[config.mk]
export PLATFORM = sky130hd
export DESIGN_NAME = cache_refill_ctrl
export DESIGN_NICKNAME = d
export VERILOG_FILES = /design/src/rtl/refill_pkg.sv /design/src/rtl/refill_timer.sv /design/src/rtl/cache_refill_ctrl.sv
export SDC_FILE = /design/constraint.sdc
export NUM_CORES = 1
export LEC_CHECK = 0
export CAP_MARGIN = 20
export CORE_AREA = 2 2 118 120
export DETAILED_ROUTE_END_ITERATION = 6
export DIE_AREA = 0 0 120 122
export PLACE_DENSITY = 0.84
export SLEW_MARGIN = 20
export SYNTH_ARGS = -nofsm -noshare
export SYNTH_HDL_FRONTEND = slang
export SYNTH_SLANG_ARGS = --single-unit
[constraint.sdc]
create_clock -name clk -period 4.7 [get_ports clk]
set_input_delay 0.94 -clock clk [delete_from_list [all_inputs] [get_ports clk]]
set_output_delay 0.94 -clock clk [all_outputs]
set_load 0.02 [all_outputs]
[src/rtl/refill_pkg.sv]
// Shared types and constants for the data-cache miss/refill controller.
package refill_pkg;

    typedef enum logic [1:0] {
        IDLE,
        RD_WAIT,
        WR_WAIT,
        DONE
    } refill_state_t;

    localparam logic [3:0] BE_WORD  = 4'b1111;
    localparam logic [3:0] BE_BYTE0 = 4'b0001;

    localparam int DEFAULT_TIMEOUT = 64;

    // Byte-lane enable for a single-byte store at the given word offset.
    function automatic logic [3:0] byte_lane(input logic [1:0] offset);
        return BE_BYTE0 << offset;
    endfunction

endpackage

[src/rtl/refill_timer.sv]
// Clearable up-counter that flags when a memory wait has lasted LIMIT cycles.
module refill_timer #(
    parameter int LIMIT = 64
) (
    input  logic clk,
    input  logic rst,
    input  logic clear,
    input  logic en,
    output logic terminal
);

    localparam int CW = (LIMIT > 1) ? $clog2(LIMIT) : 1;

    logic [CW-1:0] count;

    // Count waiting cycles; hold at the terminal value until cleared.
    always_ff @(posedge clk or posedge rst) begin
        if (rst) begin
            count <= '0;
        end else if (clear) begin
            count <= '0;
        end else if (en && !terminal) begin
            count <= count + CW'(1);
        end
    end

    assign terminal = (count == CW'(LIMIT - 1));

endmodule

[src/rtl/cache_refill_ctrl.sv]
// Miss/refill controller between the MEM-stage data cache and main memory.
// Refills loads through a one-cycle fill strobe and writes stores through.
module cache_refill_ctrl
    import refill_pkg::*;
#(
    parameter int ADDR_WIDTH = 32,
    parameter int DATA_WIDTH = 32,
    parameter int TIMEOUT    = DEFAULT_TIMEOUT,
    parameter int CNT_WIDTH  = 16
) (
    input  logic                  clk,
    input  logic                  rst,
    input  logic [ADDR_WIDTH-1:0] addr,
    input  logic [DATA_WIDTH-1:0] wd,
    input  logic                  ld_req,
    input  logic                  st_req,
    input  logic                  st_byte,
    input  logic                  hit,
    output logic [ADDR_WIDTH-1:0] mem_addr,
    output logic [DATA_WIDTH-1:0] mem_wd,
    output logic [3:0]            mem_be,
    output logic                  mem_re,
    output logic                  mem_we,
    input  logic [DATA_WIDTH-1:0] mem_rd,
    input  logic                  mem_ack,
    output logic                  stall,
    output logic                  fill_en,
    output logic [ADDR_WIDTH-1:0] fill_addr,
    output logic [DATA_WIDTH-1:0] fill_data,
    output logic [CNT_WIDTH-1:0]  miss_count,
    output logic                  err
);

    refill_state_t state;
    logic          waiting;
    logic          timed_out;

    assign waiting = (state == RD_WAIT) || (state == WR_WAIT);

    // The wait timer is held clear outside the wait states, so it starts at zero on entry.
    refill_timer #(
        .LIMIT (TIMEOUT)
    ) u_timer (
        .clk      (clk),
        .rst      (rst),
        .clear    (!waiting),
        .en       (waiting),
        .terminal (timed_out)
    );

    // The fill address is simply the address captured for the outstanding request.
    assign fill_addr = mem_addr;

    // Stall decision: immediate in IDLE so the requesting instruction freezes in its own cycle.
    always_comb begin
        stall = 1'b0;
        case (state)
            IDLE:    stall = (ld_req && !hit) || st_req;
            RD_WAIT: stall = 1'b1;
            WR_WAIT: stall = 1'b1;
            default: stall = 1'b0;
        endcase
    end

    // Main FSM with registered memory handshake, capture registers, miss counter and error flag.
    always_ff @(posedge clk or posedge rst) begin
        if (rst) begin
            state      <= IDLE;
            mem_addr   <= '0;
            mem_wd     <= '0;
            mem_be     <= '0;
            mem_re     <= 1'b0;
            mem_we     <= 1'b0;
            fill_en    <= 1'b0;
            fill_data  <= '0;
            miss_count <= '0;
            err        <= 1'b0;
        end else begin
            fill_en <= 1'b0;
            case (state)
                IDLE: begin
                    if (st_req) begin
                        mem_addr <= addr;
                        mem_be   <= st_byte ? byte_lane(addr[1:0]) : BE_WORD;
                        mem_wd   <= st_byte ? {(DATA_WIDTH/8){wd[7:0]}} : wd;
                        mem_we   <= 1'b1;
                        state    <= WR_WAIT;
                    end else if (ld_req && !hit) begin
                        mem_addr <= addr;
                        mem_re   <= 1'b1;
                        if (miss_count != '1) begin
                            miss_count <= miss_count + CNT_WIDTH'(1);
                        end
                        state <= RD_WAIT;
                    end
                end
                RD_WAIT: begin
                    if (mem_ack) begin
                        fill_data <= mem_rd;
                        mem_re    <= 1'b0;
                        fill_en   <= 1'b1;
                        state     <= DONE;
                    end else if (timed_out) begin
                        err       <= 1'b1;
                        fill_data <= '0;
                        mem_re    <= 1'b0;
                        fill_en   <= 1'b1;
                        state     <= DONE;
                    end
                end
                WR_WAIT: begin
                    if (mem_ack || timed_out) begin
                        if (!mem_ack) begin
                            err <= 1'b1;
                        end
                        mem_we <= 1'b0;
                        state  <= DONE;
                    end
                end
                DONE: begin
                    state <= IDLE;
                end
                default: begin
                    state <= IDLE;
                end
            endcase
        end
    end

endmodule

# Yosys cells after proc, flatten, opt, wreduce, memory -nomap -nowiden
# Index checks and enable logic that the tools add are counted.
classes:
  n_bitwise: 1
  add_sub_neg: 2
  muxes: 31
  n_shift: 1
  n_eq_ne: 15
  reduce_logical: 22
op_table:
  columns: ["op", "n"]
  rows:
  - ["$mux W32", 5]
  - ["$add A16 B1 Y16 const B", 1]
  - ["$ne A16 B16 Y1 const B", 1]
  - ["$ne A2 B2 Y1 const B", 7]
  - ["$mux W1", 13]
  - ["$mux W6", 2]
  - ["$mux W2", 5]
  - ["$reduce_bool A2 Y1", 5]
  - ["$pmux W1 S2", 4]
  - ["$pmux W2 S4", 1]
  - ["$reduce_and A4 Y1", 2]
  - ["$add A6 B1 Y6 const B", 1]
  - ["$eq A6 B6 Y1 const B", 1]
  - ["$ne A3 B3 Y1 const B", 2]
  - ["$reduce_and A2 Y1", 3]
  - ["$reduce_and A3 Y1", 2]
  - ["$reduce_and A5 Y1", 1]
  - ["$eq A2 B2 Y1 const B", 2]
  - ["$mux W4", 1]
  - ["$shl A1 B2 Y4 const A", 1]
  - ["$logic_or A1 B1 Y1", 3]
  - ["$eq A2 B1 Y1 const B", 1]
  - ["$logic_and A1 B1 Y1", 2]
  - ["$logic_not A1 Y1", 2]
  - ["4 further kinds", 4]
word_totals:
  wordCells: 83
  reg_bits: 128
  in_bits: 103

# Depth between registers and ports, before layout
logic_depth:
  depth_word: 5
  ltp_mapped: 8
  depth_no_buf: 6

# Modules after synthesis
# From an unflattened synthesis, not the netlist that was laid out.
hier_totals:
  cells_unflattened: 475
  hier_area_um2: 5614.1
modules_own_cells:
  columns: ["module", "cells_each", "n_inst", "seq_area_each_um2", "area_per_inst_um2"]
  rows:
  - ["cache_refill_ctrl", 438, 1, 3052.9, 5245.0]
  - ["refill_timer", 37, 1, 150.1, 369.1]

# Least setup slack after synthesis
# Ideal clock, no wire load.
synth_path:
  kind: "input port to output port"
  start: "input port ld_req"
  end: "output port stall"
  n_path_buf: 1
  path_stages: 4
  t_required_ns: 3.760
  arrival_ns: 1.814
  setup_slack_ns: 1.946
  cell_sequence: "nor2b_1 o21ai_1 buf_2 a21oi_1"
synth_via:
  elab_chain_len: 3
synth_lines:
  columns: ["element", "line", "source"]
  rows:
  - ["start: declaration", "cache_refill_ctrl.sv:15", "input logic ld_req,"]
  - ["$logic_and A1 B1 Y1", "cache_refill_ctrl.sv:58", "IDLE: stall = (ld_req && !hit) || st_req;"]
  - ["$logic_or A1 B1 Y1", "cache_refill_ctrl.sv:58", null]
  - ["$pmux W1 S2", "cache_refill_ctrl.sv:57", "case (state)"]
  - ["end: declaration", "cache_refill_ctrl.sv:26", "output logic stall,"]
# Every way passes these cells.

# Worst setup path after layout
# Same ends and word-level chain as after synthesis.

==> run metrics <==
dpl cells approximately 850; Post-Route WL about 15000 um; WS Path Type input pin to output port; DP HPWL 10760 um; setup TNS 0 ns; DR vias/cell 5.084; CTS Hold Buffers Added 0; global-route wire length before repair 23160 um; Core Area roughly 0.014 mm2; Synth Flop Type dfrtp_1; PostCTS Resize Cnt 0; DRT antenna net count 0; Root Buffer clkbuf_16; Max-Slew Margin vs Limit 0.3874; grt met2 use 0.3590; Mapped Cells ~470; Clock Sinks 128; startpoint types input pin; CTS tree built; max frequency 283.4 MHz; Arr. time, crit path between 2 and 3 ns; Seq cells post-synth approximately 130; Final Core Density 0.6445; Area Growth Syn to Fin 56.77%; vias in the first global route between 4k and 5k; RePlAce Congestion 0.8403; H-tree levels 4; syn avg cell area approximately 12 um2; layout cell share with drive strength beyond 1 0.1223; Worst-path clk slew ~0.06 ns; GR Util met3 0.06882; DR iter-0 viols 157; Most Crowded Layer GR met2; die width 120 um; Clock Latency Late Sink ~0.42 ns; Clock Tree Buf Depth 2; Clock Skews ~0.0064 ns; reg2reg setup slack about 2.3 ns; Initial Utilization 0.4111; dpl ws between 1 and 1.5 ns; Period Utilization, post-route 0.7508; Worst Tran Pin Value about 0.9 ns; Final WS setup about 1.2 ns; sequential area share after synthesis 0.5770; outcome finished, final reports clean; area of the die ~0.015 mm2; IO Pins about 260; Crit-path slowest cell clkdlybuf4s50_1; grt total ovfl 0; VDD IR-drop max roughly 0.43 mV; met1 usage 0.2340; Ant. Diodes 0; TritonCTS Buffers 17; Post-synth EDFFs 0; post-synthesis instance area 0.005552 mm2; I/O Buffers approximately 260; CP max FO 2; YS warnings 0; initial antenna violation count 0; via count about 4.5k; CP max stage delay between 0.6 and 0.7 ns; worst-path cell chain clkdlybuf4s50_1 -> nor2b_1 -> o21ai_4 -> a21oi_1 -> clkdlybuf4s50_1; RSZ-0062 raised after global routing no; Pre-antenna DRT Iters 4; Worst Hold Class flop to flop; num rows 43; Post-CTS Setup Bufs 0; maximum capacitance violations 0; Slew Limit Fails 0; Die Height ~120 um; Crit. End Element output port; nets roughly 800; min Tclk post-route 3.529 ns; Async SR Flop Fraction 1.000; CP dominant cell by count clkdlybuf4s50_1; PwrDens 711.3 mW/mm2; Lkg Pwr approximately 0.0038 uW; final setup fails 0; synth unique cells 45; WL/cell between 15 and 20 um; Non-Filler Instances ~880; largest net degree at the start of global routing 76; Fin. Hold Viols 0; Remaining DRCs 0; Tot GR Track Use 0.2056; Worst EP required ~3.8 ns; syn_nets between 500 and 600
critical path, delay by kind of cell:
kind / cells / cell delay (ns)
and+or+nand+nor: 1 / 0.27
buffers and inverters: 2 / 1.12
AOI/OAI and AO/OA: 2 / 0.25
cells in the final DEF, fill, tap and decap left out, types with 2 or more instances in the layout:
cell / n
a21oi_1: 4
a22o_1: 32
a31oi_1: 6
and3_1: 4
buf_4: 5
bufinv_16: 4
clkbuf_16: 17
clkbuf_8: 3
clkdlybuf4s50_1: 254
clkinv_2: 2
clkinv_4: 4
dfrtp_1: 128
ha_1: 6
inv_1: 7
mux2_2: 36
mux2i_1: 25
nand2_1: 58
nand2b_1: 3
nand3_1: 9
nand4_1: 4
nor2_1: 9
nor3_1: 4
nor3b_1: 2
nor4_2: 2
o211ai_1: 3
o21a_1: 2
o21ai_0: 32
o21bai_1: 2
or2_2: 2
xnor2_1: 3
xor2_1: 8
per-stage QoR:
stage | power (uW) | hold slack, ns | instance area [um2]
floorplan | 3484 | 0.4489 | 5552
global placement | 4699 | 0.4583 | 8059
detailed placement | 4793 | 0.4670 | 8054
CTS | 6250 | 0.4800 | 8702
global route | 6499 | 0.5009 | 8703
finish | 6191 | 0.4770 | 8703
power breakdown:
part           internal, uW  switching, uW  total, uW
registers              1570            311       1880
logic                  1450           1430       2880
clock network           932            497       1430
layer usage:
metal	wire (um)	up-vias
li1	-	2060
met1	5830	2207
met2	7687	197
met3	1114	25
met4	267	0
met5	0	-
area by class of cell:
cell class | instances | area (um2)
well taps | 180 | 225.2
flip-flops and latches | 128 | 3203
repair buffers | 261 | 2605
multi-input cells | 274 | 1989
clock inverters | 12 | 181.4
fillers | 998 | 4801
inverters | 8 | 32.53
clock buffers | 20 | 466.7
worst paths after layout:
check,start,end,depth (start not counted)
max in group asynchronous,rst,u_timer.count[3]$_DFFE_PP0P_,3
hold / removal,mem_wd[14]$_DFFE_PP0P_,mem_wd[14]$_DFFE_PP0P_,2
setup reg to reg,state[0]$_DFFE_PP0P_,miss_count[15]$_DFFE_PP0P_,6
hold reg to reg,mem_wd[14]$_DFFE_PP0P_,mem_wd[14]$_DFFE_PP0P_,2
setup / recovery,ld_req,stall,5
min in group asynchronous,rst,mem_wd[14]$_DFFE_PP0P_,2
synth_stat cells (all sizes together) (3+ instances only):
cell type | count | share of area
o21ai | 34 | 0.031
xor2 | 8 | 0.013
mux2i | 25 | 0.045
nand2 | 58 | 0.039
a31oi | 6 | 0.0068
nor4 | 4 | 0.0095
or2 | 3 | 0.0034
a22o | 32 | 0.050
o211ai | 3 | 0.0041
ha | 6 | 0.014
dfrtp | 128 | 0.58
nand2b | 3 | 0.0034
nand4 | 4 | 0.0045
a21oi | 4 | 0.0036
nor3 | 5 | 0.0054
nor2 | 9 | 0.0061
nand3 | 9 | 0.0081
and3 | 4 | 0.0045
xnor2 | 3 | 0.0047
inv | 8 | 0.0054
buf | 43 | 0.054
clkbuf | 12 | 0.0081
mux2 | 37 | 0.075
state kept, by name, indices dropped and copies added, names as in the netlist:
register       count
fill_addr         32
fill_data         32
mem_wd            32
miss_count        16
u_timer.count      6
mem_be             4
state              2
err                1
fill_en            1
mem_re             1
mem_we             1
cells by family (layout without fill, tap and decap cells):
kind of cell / count (synthesis) / in the layout / synth area share
buffers and inverters: 63 / 301 / 0.06761
xor gates and xnor gates: 11 / 11 / 0.01736
AOI/OAI and AO/OA: 86 / 86 / 0.1050
and+or+nand+nor: 109 / 109 / 0.09939
DFF: 128 / 128 / 0.5770
adders and majority gates: 6 / 6 / 0.01352
muxes: 62 / 62 / 0.1201
Power figures use the tool's default switching activity.
